## src/rtl/vram_arbiter_if.sv

```systemverilog
// rtl/vram_arbiter_if.sv - display-read, game-write and RAM-port bundle for vram_arbiter
interface vram_arbiter_if #(
    parameter int AW    = 17,
    parameter int DW    = 12,
    parameter int DEPTH = 8
);
    logic                     blank;
    logic                     rd_req;
    logic [AW-1:0]            rd_addr;
    logic [DW-1:0]            rd_data;
    logic                     rd_valid;
    logic                     wr_valid;
    logic [AW-1:0]            wr_addr;
    logic [DW-1:0]            wr_data;
    logic                     wr_ready;
    logic                     ram_en;
    logic                     ram_we;
    logic [AW-1:0]            ram_addr;
    logic [DW-1:0]            ram_wdata;
    logic [DW-1:0]            ram_rdata;
    logic [$clog2(DEPTH):0]   fifo_level;
    logic                     frame_start;
    logic [15:0]              stall_cnt;

    modport slave (
        input  blank, rd_req, rd_addr, wr_valid, wr_addr, wr_data, ram_rdata,
        output rd_data, rd_valid, wr_ready, ram_en, ram_we, ram_addr, ram_wdata,
               fifo_level, frame_start, stall_cnt
    );

    modport master (
        output blank, rd_req, rd_addr, wr_valid, wr_addr, wr_data, ram_rdata,
        input  rd_data, rd_valid, wr_ready, ram_en, ram_we, ram_addr, ram_wdata,
               fifo_level, frame_start, stall_cnt
    );
endinterface

```

## src/rtl/vram_arbiter.sv

```systemverilog
// rtl/vram_arbiter.sv - single-port VRAM arbiter: display reads win, buffered game writes fill the gaps
module vram_arbiter #(
    parameter int AW    = 17,
    parameter int DW    = 12,
    parameter int DEPTH = 8
) (
    input  logic          vgaclk,
    input  logic          rst_n,
    vram_arbiter_if.slave bus
);
    localparam int PW = $clog2(DEPTH);
    localparam int LW = PW + 1;

    typedef enum logic {
        S_ACTIVE = 1'b0,
        S_VBLANK = 1'b1
    } state_t;

    state_t        r_state;
    state_t        w_state_next;
    logic [AW-1:0] r_fifo_addr [DEPTH];
    logic [DW-1:0] r_fifo_data [DEPTH];
    logic [PW-1:0] r_wr_ptr;
    logic [PW-1:0] r_rd_ptr;
    logic [LW-1:0] r_level;
    logic [LW-1:0] w_level_next;
    logic          r_wr_ready;
    logic          r_rd_valid;
    logic          r_frame_start;
    logic [15:0]   r_stall_cnt;
    logic          w_push;
    logic          w_pop;
    logic          w_rd_grant;
    logic          w_empty;

    assign w_empty      = (r_level == '0);
    assign w_push       = bus.wr_valid & r_wr_ready;
    assign w_level_next = r_level + LW'(w_push) - LW'(w_pop);

    always_ff @(posedge vgaclk or negedge rst_n) begin
        if (!rst_n) begin
            r_state <= S_VBLANK;
        end else begin
            r_state <= w_state_next;
        end
    end

    // Pops use the registered level, so a write pushed this cycle is never forwarded to the RAM.
    always_comb begin
        w_state_next = r_state;
        w_rd_grant   = 1'b0;
        w_pop        = 1'b0;
        case (r_state)
            S_ACTIVE: begin
                if (bus.blank) begin
                    w_state_next = S_VBLANK;
                end
                w_rd_grant = bus.rd_req;
                w_pop      = !bus.rd_req && !w_empty;
            end
            S_VBLANK: begin
                if (!bus.blank) begin
                    w_state_next = S_ACTIVE;
                end
                w_pop = !w_empty;
            end
            default: begin
                w_state_next = S_VBLANK;
            end
        endcase
    end

    assign bus.ram_en      = w_rd_grant | w_pop;
    assign bus.ram_we      = w_pop;
    assign bus.ram_addr    = w_rd_grant ? bus.rd_addr : r_fifo_addr[r_rd_ptr];
    assign bus.ram_wdata   = r_fifo_data[r_rd_ptr];
    assign bus.rd_data     = bus.ram_rdata;
    assign bus.rd_valid    = r_rd_valid;
    assign bus.wr_ready    = r_wr_ready;
    assign bus.fifo_level  = r_level;
    assign bus.frame_start = r_frame_start;
    assign bus.stall_cnt   = r_stall_cnt;

    always_ff @(posedge vgaclk) begin
        if (w_push) begin
            r_fifo_addr[r_wr_ptr] <= bus.wr_addr;
            r_fifo_data[r_wr_ptr] <= bus.wr_data;
        end
    end

    always_ff @(posedge vgaclk or negedge rst_n) begin
        if (!rst_n) begin
            r_wr_ptr      <= '0;
            r_rd_ptr      <= '0;
            r_level       <= '0;
            r_wr_ready    <= 1'b0;
            r_rd_valid    <= 1'b0;
            r_frame_start <= 1'b0;
            r_stall_cnt   <= '0;
        end else begin
            if (w_push) begin
                r_wr_ptr <= r_wr_ptr + PW'(1);
            end
            if (w_pop) begin
                r_rd_ptr <= r_rd_ptr + PW'(1);
            end
            r_level       <= w_level_next;
            r_wr_ready    <= (w_level_next < LW'(DEPTH));
            r_rd_valid    <= w_rd_grant;
            r_frame_start <= (r_state == S_VBLANK) && !bus.blank;
            if (bus.wr_valid && !r_wr_ready && (r_stall_cnt != 16'hFFFF)) begin
                r_stall_cnt <= r_stall_cnt + 16'd1;
            end
        end
    end
endmodule

```

## src/flat_wrapper.sv

```systemverilog
// flat-port wrapper written by rule: the top's interface ports become plain ports
module vram_arbiter_flat 
#(
    parameter int AW    = 17,
    parameter int DW    = 12,
    parameter int DEPTH = 8
)
  (vgaclk, rst_n, bus_blank, bus_rd_req, bus_rd_addr, bus_wr_valid, bus_wr_addr, bus_wr_data, bus_ram_rdata, bus_rd_data, bus_rd_valid, bus_wr_ready, bus_ram_en, bus_ram_we, bus_ram_addr, bus_ram_wdata, bus_fifo_level, bus_frame_start, bus_stall_cnt);
  vram_arbiter_if #(.AW(AW), .DW(DW), .DEPTH(DEPTH)) bus_i ();
  input  logic vgaclk;
  input  logic rst_n;
  input wire logic [$bits(bus_i.blank)-1:0] bus_blank;
  input wire logic [$bits(bus_i.rd_req)-1:0] bus_rd_req;
  input wire logic [$bits(bus_i.rd_addr)-1:0] bus_rd_addr;
  input wire logic [$bits(bus_i.wr_valid)-1:0] bus_wr_valid;
  input wire logic [$bits(bus_i.wr_addr)-1:0] bus_wr_addr;
  input wire logic [$bits(bus_i.wr_data)-1:0] bus_wr_data;
  input wire logic [$bits(bus_i.ram_rdata)-1:0] bus_ram_rdata;
  output wire logic [$bits(bus_i.rd_data)-1:0] bus_rd_data;
  output wire logic [$bits(bus_i.rd_valid)-1:0] bus_rd_valid;
  output wire logic [$bits(bus_i.wr_ready)-1:0] bus_wr_ready;
  output wire logic [$bits(bus_i.ram_en)-1:0] bus_ram_en;
  output wire logic [$bits(bus_i.ram_we)-1:0] bus_ram_we;
  output wire logic [$bits(bus_i.ram_addr)-1:0] bus_ram_addr;
  output wire logic [$bits(bus_i.ram_wdata)-1:0] bus_ram_wdata;
  output wire logic [$bits(bus_i.fifo_level)-1:0] bus_fifo_level;
  output wire logic [$bits(bus_i.frame_start)-1:0] bus_frame_start;
  output wire logic [$bits(bus_i.stall_cnt)-1:0] bus_stall_cnt;
  assign bus_i.blank = bus_blank;
  assign bus_i.rd_req = bus_rd_req;
  assign bus_i.rd_addr = bus_rd_addr;
  assign bus_i.wr_valid = bus_wr_valid;
  assign bus_i.wr_addr = bus_wr_addr;
  assign bus_i.wr_data = bus_wr_data;
  assign bus_i.ram_rdata = bus_ram_rdata;
  assign bus_rd_data = bus_i.rd_data;
  assign bus_rd_valid = bus_i.rd_valid;
  assign bus_wr_ready = bus_i.wr_ready;
  assign bus_ram_en = bus_i.ram_en;
  assign bus_ram_we = bus_i.ram_we;
  assign bus_ram_addr = bus_i.ram_addr;
  assign bus_ram_wdata = bus_i.ram_wdata;
  assign bus_fifo_level = bus_i.fifo_level;
  assign bus_frame_start = bus_i.frame_start;
  assign bus_stall_cnt = bus_i.stall_cnt;
  vram_arbiter #(.AW(AW), .DW(DW), .DEPTH(DEPTH)) u_core (.vgaclk(vgaclk), .rst_n(rst_n), .bus(bus_i));
endmodule
```

## config.mk

```make
export PLATFORM = sky130hd
export DESIGN_NAME = vram_arbiter_flat
export DESIGN_NICKNAME = d
export VERILOG_FILES = /design/src/rtl/vram_arbiter_if.sv /design/src/rtl/vram_arbiter.sv /design/src/flat_wrapper.sv
export SDC_FILE = /design/constraint.sdc
export NUM_CORES = 1
export LEC_CHECK = 0
export CAP_MARGIN = 20
export CORE_MARGIN = 2
export CORE_UTILIZATION = 55
export CTS_CLUSTER_SIZE = 24
export DETAILED_ROUTE_END_ITERATION = 12
export GPL_TIMING_DRIVEN = 0
export PLACE_DENSITY = 0.77
export REMOVE_ABC_BUFFERS = 1
export SKIP_CTS_REPAIR_TIMING = 1
export SYNTH_ARGS = -nofsm -noshare
export SYNTH_HDL_FRONTEND = slang
export SYNTH_SLANG_ARGS = --single-unit
```

## constraint.sdc

```tcl
create_clock -name vgaclk -period 4 [get_ports vgaclk]
set_input_delay 0.8 -clock vgaclk [delete_from_list [all_inputs] [get_ports vgaclk]]
set_output_delay 0.8 -clock vgaclk [all_outputs]
set_load 0.03 [all_outputs]
```

==> run_results.csv, run 1 <==
group,metric,value,unit
floorplan,ioPinCount,129,
sta,relSlewSlack,44.2,%
global_route,grt.total_usage,20.8,%
global_route,grt_pass1_vias,5537,
route,viasPerCell,5.91,
setup_path,setup.worst_path.class,"register to output pin",
sta,tightest_slew,0.832,ns
layout,final_util,68.7,%
route,num_vias,5281,
sta,hold_viol,0,
setup_path,cp_data_arrival_time,3.05,ns
setup_path,crit_family,"multiplexers",
cts,insertion_delay,0.52,ns
cts,cts_sinks,262,
layout,stdcell_area,0.0129,mm²
sta,setup_viol,0,
logic_synthesis,syn_inst,523,
route,drtIter0Drc,324,
layout,final_common_cell,"edfxtp_1",
sta,finalSetupTns,0,ns
flow_run,cap_violations,0,
placed_design,gp_congestion,0.829,
setup_path,cp-start-kind,"register",
sta,rsz0062_at_grt,"false",
logic_synthesis,ys_types,38,
logic_synthesis,syn_avg_cell_area,20.2,µm²
logic_synthesis,ys_ff_latch,262,
route,drc,0,
route,routedWlPerCell,23.1,µm
sta,finalMaxSlewViolations,0,
route,ant_nets,0,
sta,finalCriticalPeriod,3.85,ns
placed_design,hpwl,12.5,mm
placed_design,io_buffers,104,
cts,cts_tree,"built",
floorplan,rows,50,
layout,areaGrowthSynthToFinish,22.2,%
cts,root_buffer,"clkbuf_16",
logic_synthesis,yosysSeqAreaShare,73.2,%
cts,clkTransAtPathRegs,0.06,ns
layout,drive_gt1_share,18.5,%
logic_synthesis,yosysWarnings,0,
layout,mostFrequentLayoutCells,"edfxtp_1 (232), clkdlybuf4s50_1 (103), mux4_2 (37), clkbuf_16 (27), dfrtp_1 (26)",
power,total_power,9110,µW
layout,fillCellCount,1176,
floorplan,die_h,142,µm
sta,whs,0.517,ns
setup_path,cp_cell_sequence,"buf_12, mux4_1, mux2_2, clkdlybuf4s50_1",
route,first_pass_iters,5,
setup_path,path_buf_inv,2,
sta,post-route-period-util,96.2,%
floorplan,initial_core_util,56.2,%
setup_path,crit_slowest_cell,"dfrtp_4",
setup_path,slowest_delay,0.78,ns
hold_path,holdCritPathClass,"register to register",
placed_design,placed_cell_area,0.0120,mm²
floorplan,core,0.0188,mm²
layout,multi_input_area,0.00261,mm²
global_route,grt_pass1_wl,31.4,mm
global_route,gr-total-overflow,0,
power,vdd_drop_max,0.000546,V
sta,max_freq,260,MHz
global_route,antenna_found_initial,0,
setup_path,critPathMaxFanout,27,
global_route,grt_start_max_net_pins,39,
cts,cts_made_buffers,26,
setup_path,crit_required,3.20,ns
cts,clockBufferDepth,3,
power,power_density,706,mW/mm²
outcome,status,"finished clean",
floorplan,die_w,142,µm
cts,htreeDepth,1,
power,leakagePower,0.00445,µW
setup_path,end_kind,"output pin",
logic_synthesis,syn_area,0.0105,mm²
sta,clock_skew,0.0134,ns
route,routed_wl,20.6,mm
layout,regArea,0.00773,mm²
floorplan,die-area,0.0203,mm²
layout,antennaDiodeCount,0,
layout,final_nets,713,
path summary, 6_finish.rpt:
path,start,to,slack [ns],cells past startpoint
max,u_core.r_rd_ptr[0],bus_ram_wdata[6],0.15,4
min,u_core.r_state,u_core.bus.frame_start,0.52,1
max reg2reg,u_core.r_state,u_core.bus.fifo_level[3],1.29,10
min reg2reg,u_core.r_state,u_core.bus.frame_start,0.52,1
max in group asynchronous,rst_n,u_core.bus.stall_cnt[10],2.83,2
min in group asynchronous,rst_n,u_core.bus.fifo_level[2],0.66,1
worst reg2reg max path: stages, from the launching register on:
cell	delay [ns]
dfstp_2	0.53
nand2b_4	0.39
inv_1	0.12
nor2_1	0.40
ha_1	0.24
inv_1	0.07
ha_1	0.27
a21o_1	0.18
a21oi_1	0.17
xnor2_1	0.16
inv_1	0.06
cells in the mapped netlist:
cell type	count	area (µm²)
and4_2	1	10.0
inv_1	10	37.5
mux4_1	21	552
nor3_1	2	10.0
buf_8	1	15.0
edfxtp_1	232	6970
xor2_1	5	43.8
nand4b_1	1	8.76
a31oi_1	1	6.26
and4_1	3	26.3
buf_6	5	56.3
xnor2_1	14	123
and2_1	1	6.26
and2_4	1	8.76
nand4_1	9	56.3
ha_1	8	100
mux2_2	15	169
and4b_1	1	10.0
and3_1	4	25.0
o2111ai_1	1	8.76
nand2_1	14	52.6
or2_2	1	6.26
dfrtp_1	29	726
fa_1	1	20.0
mux2i_1	18	180
mux4_2	37	833
dfstp_2	1	26.3
buf_2	5	25.0
nor2b_1	2	12.5
nor2_1	27	101
nand3_1	6	30.0
a21oi_1	19	95.1
buf_4	17	128
nand2b_1	3	18.8
nand4_4	1	21.3
clkbuf_1	4	15.0
nor3b_1	1	7.51
a21o_1	1	7.51
state kept, by name (all words and copies together) (netlist names):
name and count:
u_core.bus.fifo_level 4, u_core.bus.frame_start 1, u_core.bus.rd_valid 1, u_core.bus.stall_cnt 16, u_core.bus.wr_ready 1, u_core.r_fifo_addr 136
u_core.r_fifo_data 96, u_core.r_rd_ptr 3, u_core.r_state 1, u_core.r_wr_ptr 3
logic make-up after synthesis:
logic type | share of synthesized area, %
adder cells (fa/ha/maj) | 1.14
flip-flops | 73.2
XOR/XNOR | 1.58
buffers and inverters | 2.62
AND/OR/NAND/NOR | 3.90
multiplexers | 16.4
AO/OA/AOI/OAI | 1.12
where the power goes:
group          switching, µW  internal, µW
Combinational           1530          1490
Sequential               303          3330
Clock                    966          1490
Total                   2800          6310
layout make-up:
type                            count  area share [%]
Timing Repair Buffer              122            10.5
Clock buffer                       34            5.45
Clock inverter                     12            1.26
Multi-Input combinational cell    219            20.3
Tap cell                          234            2.27
Inverter                           10           0.291
Sequential cell                   262            59.9
per-layer routing:
metal | share of wire, % | vias to the layer above | wire [µm] | global-route usage [%]
met3 | 6.4 | 28 | 1320 | 4.61
li1 | - | 2350 | - | -
met4 | 1.8 | 0 | 378 | 4.69
met1 | 40 | 2709 | 8300 | 27.1
met2 | 52 | 194 | 10600 | 36.3
met5 | 0 | - | 0 | 0
through the flow:
stage,setup slack [ns],std cells
2_1_floorplan,0.271,491
3_3_place_gp,-2.26,829
3_5_place_dp,0.0622,846
4_1_cts,-0.164,892
5_1_grt,0.0594,893
6_report,0.154,893
Power figures use the tool's default switching activity.
==> run 2: changes to the inputs <==
CORE_UTILIZATION = 60   (was 55)
DONT_BUFFER_PORTS = 1   (was not set)
PLACE_DENSITY = 0.74   (was 0.77)
SETUP_SLACK_MARGIN = 0.2   (was not set)
==> run_results.csv, run 2 (same netlist as run 1, synthesis figures left out) <==
group,metric,value,unit
cts,htreeDepth,1,
cts,root_buffer,"clkbuf_16",
setup_path,setup.worst_path.class,"register to output pin",
layout,stdcell_area,0.0118,mm²
setup_path,crit_required,3.20,ns
sta,rsz0062_at_grt,"false",
floorplan,die_w,137,µm
floorplan,ioPinCount,129,
global_route,grt_start_max_net_pins,45,
power,power_density,709,mW/mm²
setup_path,reg2reg_from,"u_core.r_state",
route,viasPerCell,6.17,
flow_run,cap_violations,0,
placed_design,gp_congestion,0.751,
floorplan,die_h,137,µm
cts,cts_made_buffers,26,
global_route,grt_pass1_vias,5154,
setup_path,reg2reg_depth,10,
cts,cts_sinks,262,
placed_design,post-place-ws,0.745,ns
setup_path,crit_family,"flip-flops",
power,total_power,8360,µW
placed_design,hpwl,11.5,mm
setup_path,endpoint,"bus_ram_addr[11]",
sta,setup_viol,0,
setup_path,slowest_delay,0.89,ns
power,vdd_drop_max,0.000575,V
sta,clock_skew,0.00541,ns
setup_path,r2r_slack,1.01,ns
cts,clockBufferDepth,3,
setup_path,cp_data_arrival_time,2.84,ns
layout,areaGrowthSynthToFinish,11.8,%
placed_design,io_buffers,0,
power,internal-power,5730,µW
sta,fin_ws,0.359,ns
setup_path,cp.depth,4,
layout,regMostFlops,"u_core.r_fifo_addr",
route,drc,0,
cts,clkTransAtPathRegs,0.06,ns
sta,finalMaxSlewViolations,0,
sta,tightest_slew,0.884,ns
power,comb_power_share,27.8,%
setup_path,cp-start-kind,"register",
setup_path,critPathLaunch,"u_core.r_rd_ptr[0]",
setup_path,critPathMaxFanout,25,
power,switching_share,31.5,%
floorplan,initial_core_util,61.2,%
sta,relSlewSlack,40.8,%
hold_path,holdCritPathClass,"input pin to async pin",
route,first_pass_iters,4,
global_route,antenna_found_initial,0,
power,pwr-share-clk,27.5,%
sta,max_freq,275,MHz
power,seq_power_share,44.7,%
layout,drive_gt1_share,21.6,%
placed_design,placed_cell_area,0.0109,mm²
global_route,grt_pass1_wl,28.7,mm
power,leakagePower,0.00403,µW
layout,final_common_cell,"edfxtp_1",
floorplan,rows,48,
layout,antennaDiodeCount,0,
sta,post-route-period-util,91.0,%
route,drtIter0Drc,350,
route,ant_nets,0,
cts,insertion_delay,0.51,ns
power,p_sw,2630,µW
setup_path,crit_slowest_cell,"dfrtp_2",
layout,final_nets,608,
cts,cts_tree,"built",
floorplan,core,0.0172,mm²
floorplan,die-area,0.0187,mm²
setup_path,path_buf_inv,1,
sta,hold_viol,0,
layout,largest_reg_flops,136,
route,num_vias,4816,
global_route,grt.total_usage,21.1,%
global_route,gr-total-overflow,0,
route,routedWlPerCell,24.2,µm
route,routed_wl,18.9,mm
setup_path,end_kind,"output pin",
outcome,status,"finished clean",
setup_path,cp_cell_sequence,"buf_12, mux4_1, mux2i_1, a21oi_1",
sta,finalCriticalPeriod,3.64,ns
setup_path,worstReg2RegEnd,"u_core.bus.fifo_level[3]",
layout,mostFrequentLayoutCells,"edfxtp_1 (232), mux4_2 (37), clkbuf_16 (27), dfrtp_1 (26)",
run 2: changes by cell type in the layout (fill, tap and decap cells not counted), moves of 2 or more:
cell             before  now
clkinv_2              1    3
clkdlybuf4s50_1     103    0
buf_6                 6    2
bufinv_16             4    1
buf_8                 1    5
clkbuf_8              0    4
clkinvlp_4            3    0
clkbuf_1              7   10
run 2: cell type report:
type                    count  area (µm²)
well taps                 225         282
inverters                  10        37.5
clock inverters             7        56.3
multi-input cells         219        2610
clock buffers              41         768
fillers                  1038        5440
flip-flops and latches    262        7720
repair buffers             17         320
run 2: power groups by stage:
stage | Sequential, µW | Clock (µW) | Combinational, µW
finish | 3740 | 2300 | 2320
global route | 3780 | 2440 | 2490
CTS | 3740 | 2340 | 2360
detailed placement | 3790 | 0 | 2340
global placement | 4020 | 0 | 2000
floorplan | 3840 | 0 | 1710
run 2: worst min path at each step:
stage / start / endpoint / slack (ns)
after detailed placement: rst_n / u_core.bus.rd_valid / 0.51
final: rst_n / u_core.bus.stall_cnt[2] / 0.11
after global placement: u_core.r_state / u_core.bus.frame_start / 0.50
after CTS: rst_n / u_core.bus.rd_valid / -0.04
after floorplan: u_core.r_wr_ptr[0] / u_core.r_wr_ptr[0] / 0.49
after global routing: rst_n / u_core.r_wr_ptr[0] / 0.1
run 2: stage by stage:
stage	utilization [%]	hold WS, ns	std cells	setup TNS (ns)
floorplan	-	0.488	491	0
global placement	61.4	0.501	716	-134.06
detailed placement	63.5	0.505	732	0
CTS	68.3	-0.0403	780	0
global route	68.4	0.0982	781	0
finish	68.4	0.106	781	0
run 2: per-layer routing:
layer,routed length (µm),vias to the layer above,global-route usage (%)
met5,0,-,0
met4,319,0,5.67
met3,1190,24,5.00
met2,9800,164,36.0
met1,7570,2493,27.5
li1,-,2135,-
==> run 3: changes to the inputs <==
CORE_ASPECT_RATIO = 1.75   (was not set)
RECOVER_POWER = 25   (was not set)
==> run_results.csv, run 3 (same netlist as run 1, synthesis figures left out) <==
group,metric,value,unit
outcome,status,"finished with violations",
outcome,violations,"capacitance limit, slew limit",
power,power_density,697,mW/mm²
floorplan,die-area,0.0187,mm²
cts,insertion_delay,0.50,ns
sta,max_freq,296,MHz
sta,finalSetupTns,0,ns
route,viasPerCell,6.24,
cts,htreeDepth,1,
setup_path,cp-start-kind,"register",
layout,areaGrowthSynthToFinish,10.2,%
layout,final_nets,603,
setup_path,slowest_delay,0.79,ns
power,total_power,8100,µW
cts,root_buffer,"clkbuf_16",
route,ant_nets,0,
floorplan,die_h,179,µm
route,first_pass_iters,4,
route,routedWlPerCell,25.1,µm
layout,final_common_cell,"edfxtp_1",
setup_path,cp_cell_sequence,"buf_12, mux4_1, mux2_2",
sta,finalCriticalPeriod,3.38,ns
power,p_sw,2640,µW
setup_path,end_kind,"output pin",
power,pwr-share-clk,25.0,%
layout,antennaDiodeCount,0,
setup_path,cp_data_arrival_time,2.58,ns
route,drtIter0Drc,269,
floorplan,initial_core_util,60.7,%
power,comb_power_share,28.9,%
setup_path,crit_slowest_cell,"dfrtp_2",
cts,cts_made_buffers,21,
sta,rsz0062_at_grt,"false",
cts,cts_tree,"built",
setup_path,setup.worst_path.class,"register to output pin",
cts,clkTransAtPathRegs,0.07,ns
power,internal-power,5460,µW
global_route,gr-total-overflow,0,
power,seq_power_share,46.0,%
sta,tightest_slew,1.57,ns
global_route,grt_pass1_vias,5160,
sta,hold_viol,0,
power,switching_share,32.6,%
layout,regMostFlops,"u_core.r_fifo_addr",
hold_path,holdCritPathClass,"input pin to async pin",
setup_path,crit_required,3.20,ns
route,drc,0,
global_route,grt.total_usage,21.3,%
route,num_vias,4851,
placed_design,io_buffers,0,
cts,cts_sinks,262,
layout,largest_reg_flops,136,
layout,drive_gt1_share,21.4,%
floorplan,die_w,104,µm
route,routed_wl,19.5,mm
sta,finalMaxSlewViolations,30,
power,vdd_drop_max,0.000562,V
setup_path,crit_family,"multiplexers",
placed_design,post-place-ws,0.385,ns
global_route,grt_pass1_wl,29.5,mm
setup_path,critPathMaxFanout,28,
placed_design,gp_congestion,0.788,
placed_design,hpwl,12.2,mm
setup_path,path_buf_inv,1,
layout,final_util,66.9,%
layout,mostFrequentLayoutCells,"edfxtp_1 (232), mux4_2 (37), dfrtp_1 (26)",
floorplan,core,0.0174,mm²
sta,clock_skew,0.00817,ns
floorplan,rows,64,
flow_run,cap_violations,1,
floorplan,ioPinCount,129,
layout,fillCellCount,1103,
sta,whs,0.132,ns
sta,relSlewSlack,-4.60,%
sta,fin_ws,0.622,ns
sta,setup_viol,0,
power,leakagePower,0.00394,µW
global_route,antenna_found_initial,0,
global_route,grt_start_max_net_pins,41,
cts,clockBufferDepth,3,
sta,post-route-period-util,84.4,%
[run 3: power by group through the flow]
| stage | registers [µW] | logic [µW] | clock network, µW |
|---|---|---|---|
| 2_1_floorplan | 3840 | 1710 | 0 |
| 3_3_place_gp | 4010 | 2000 | 0 |
| 3_5_place_dp | 3790 | 2370 | 0 |
| 4_1_cts | 3740 | 2390 | 2060 |
| 5_1_grt | 3770 | 2500 | 2160 |
| 6_report | 3730 | 2340 | 2030 |
[run 3: per-layer routing]
layer	track usage, %	vias up	wire length (µm)
li1	-	2112	-
met1	23.8	2536	6940
met2	40.3	168	10900
met3	5.32	35	1210
met4	6.36	0	432
met5	0	-	0
[run 3: final timing paths]
kind / startpoint / to / slack (ns) / cells past startpoint
worst min register to register: u_core.r_state / u_core.bus.frame_start / 0.52 / 1
worst max-delay path: u_core.r_rd_ptr[0] / bus_ram_wdata[3] / 0.62 / 3
worst min-delay path: rst_n / u_core.r_state / 0.13 / 0
worst max register to register: u_core.r_state / u_core.bus.fifo_level[3] / 0.63 / 10
min in group vgaclk: bus_blank / u_core.r_state / 0.29 / 0
max in group asynchronous: rst_n / u_core.r_rd_ptr[1] / 2.21 / 1
[run 3: layout make-up]
| class | instances | area (µm²) | area share, % |
|---|---|---|---|
| sequential | 262 | 7720 | 66.5 |
| multi-input combinational | 219 | 2610 | 22.4 |
| clock buffer | 25 | 541 | 4.65 |
| tap | 231 | 289 | 2.49 |
| timing repair buffer | 17 | 285 | 2.46 |
| clock inverter | 13 | 133 | 1.14 |
| inverter | 10 | 37.5 | 0.323 |
[run 3: stage by stage]
step                      std cells  instance area [µm²]
after floorplan                 491                10300
after global placement          722                10600
after detailed placement        738                10900
after CTS                       776                11600
after global routing            777                11600
final                           777                11600
[run 3: worst reg2reg max path, stage by stage, from the launching register on]
cell	delay (ns)
dfstp_2	0.53
nand2b_2	0.64
inv_1	0.14
nor2_1	0.74
ha_1	0.29
inv_1	0.07
ha_1	0.27
a21o_1	0.17
a21oi_1	0.16
xnor2_1	0.17
inv_1	0.07
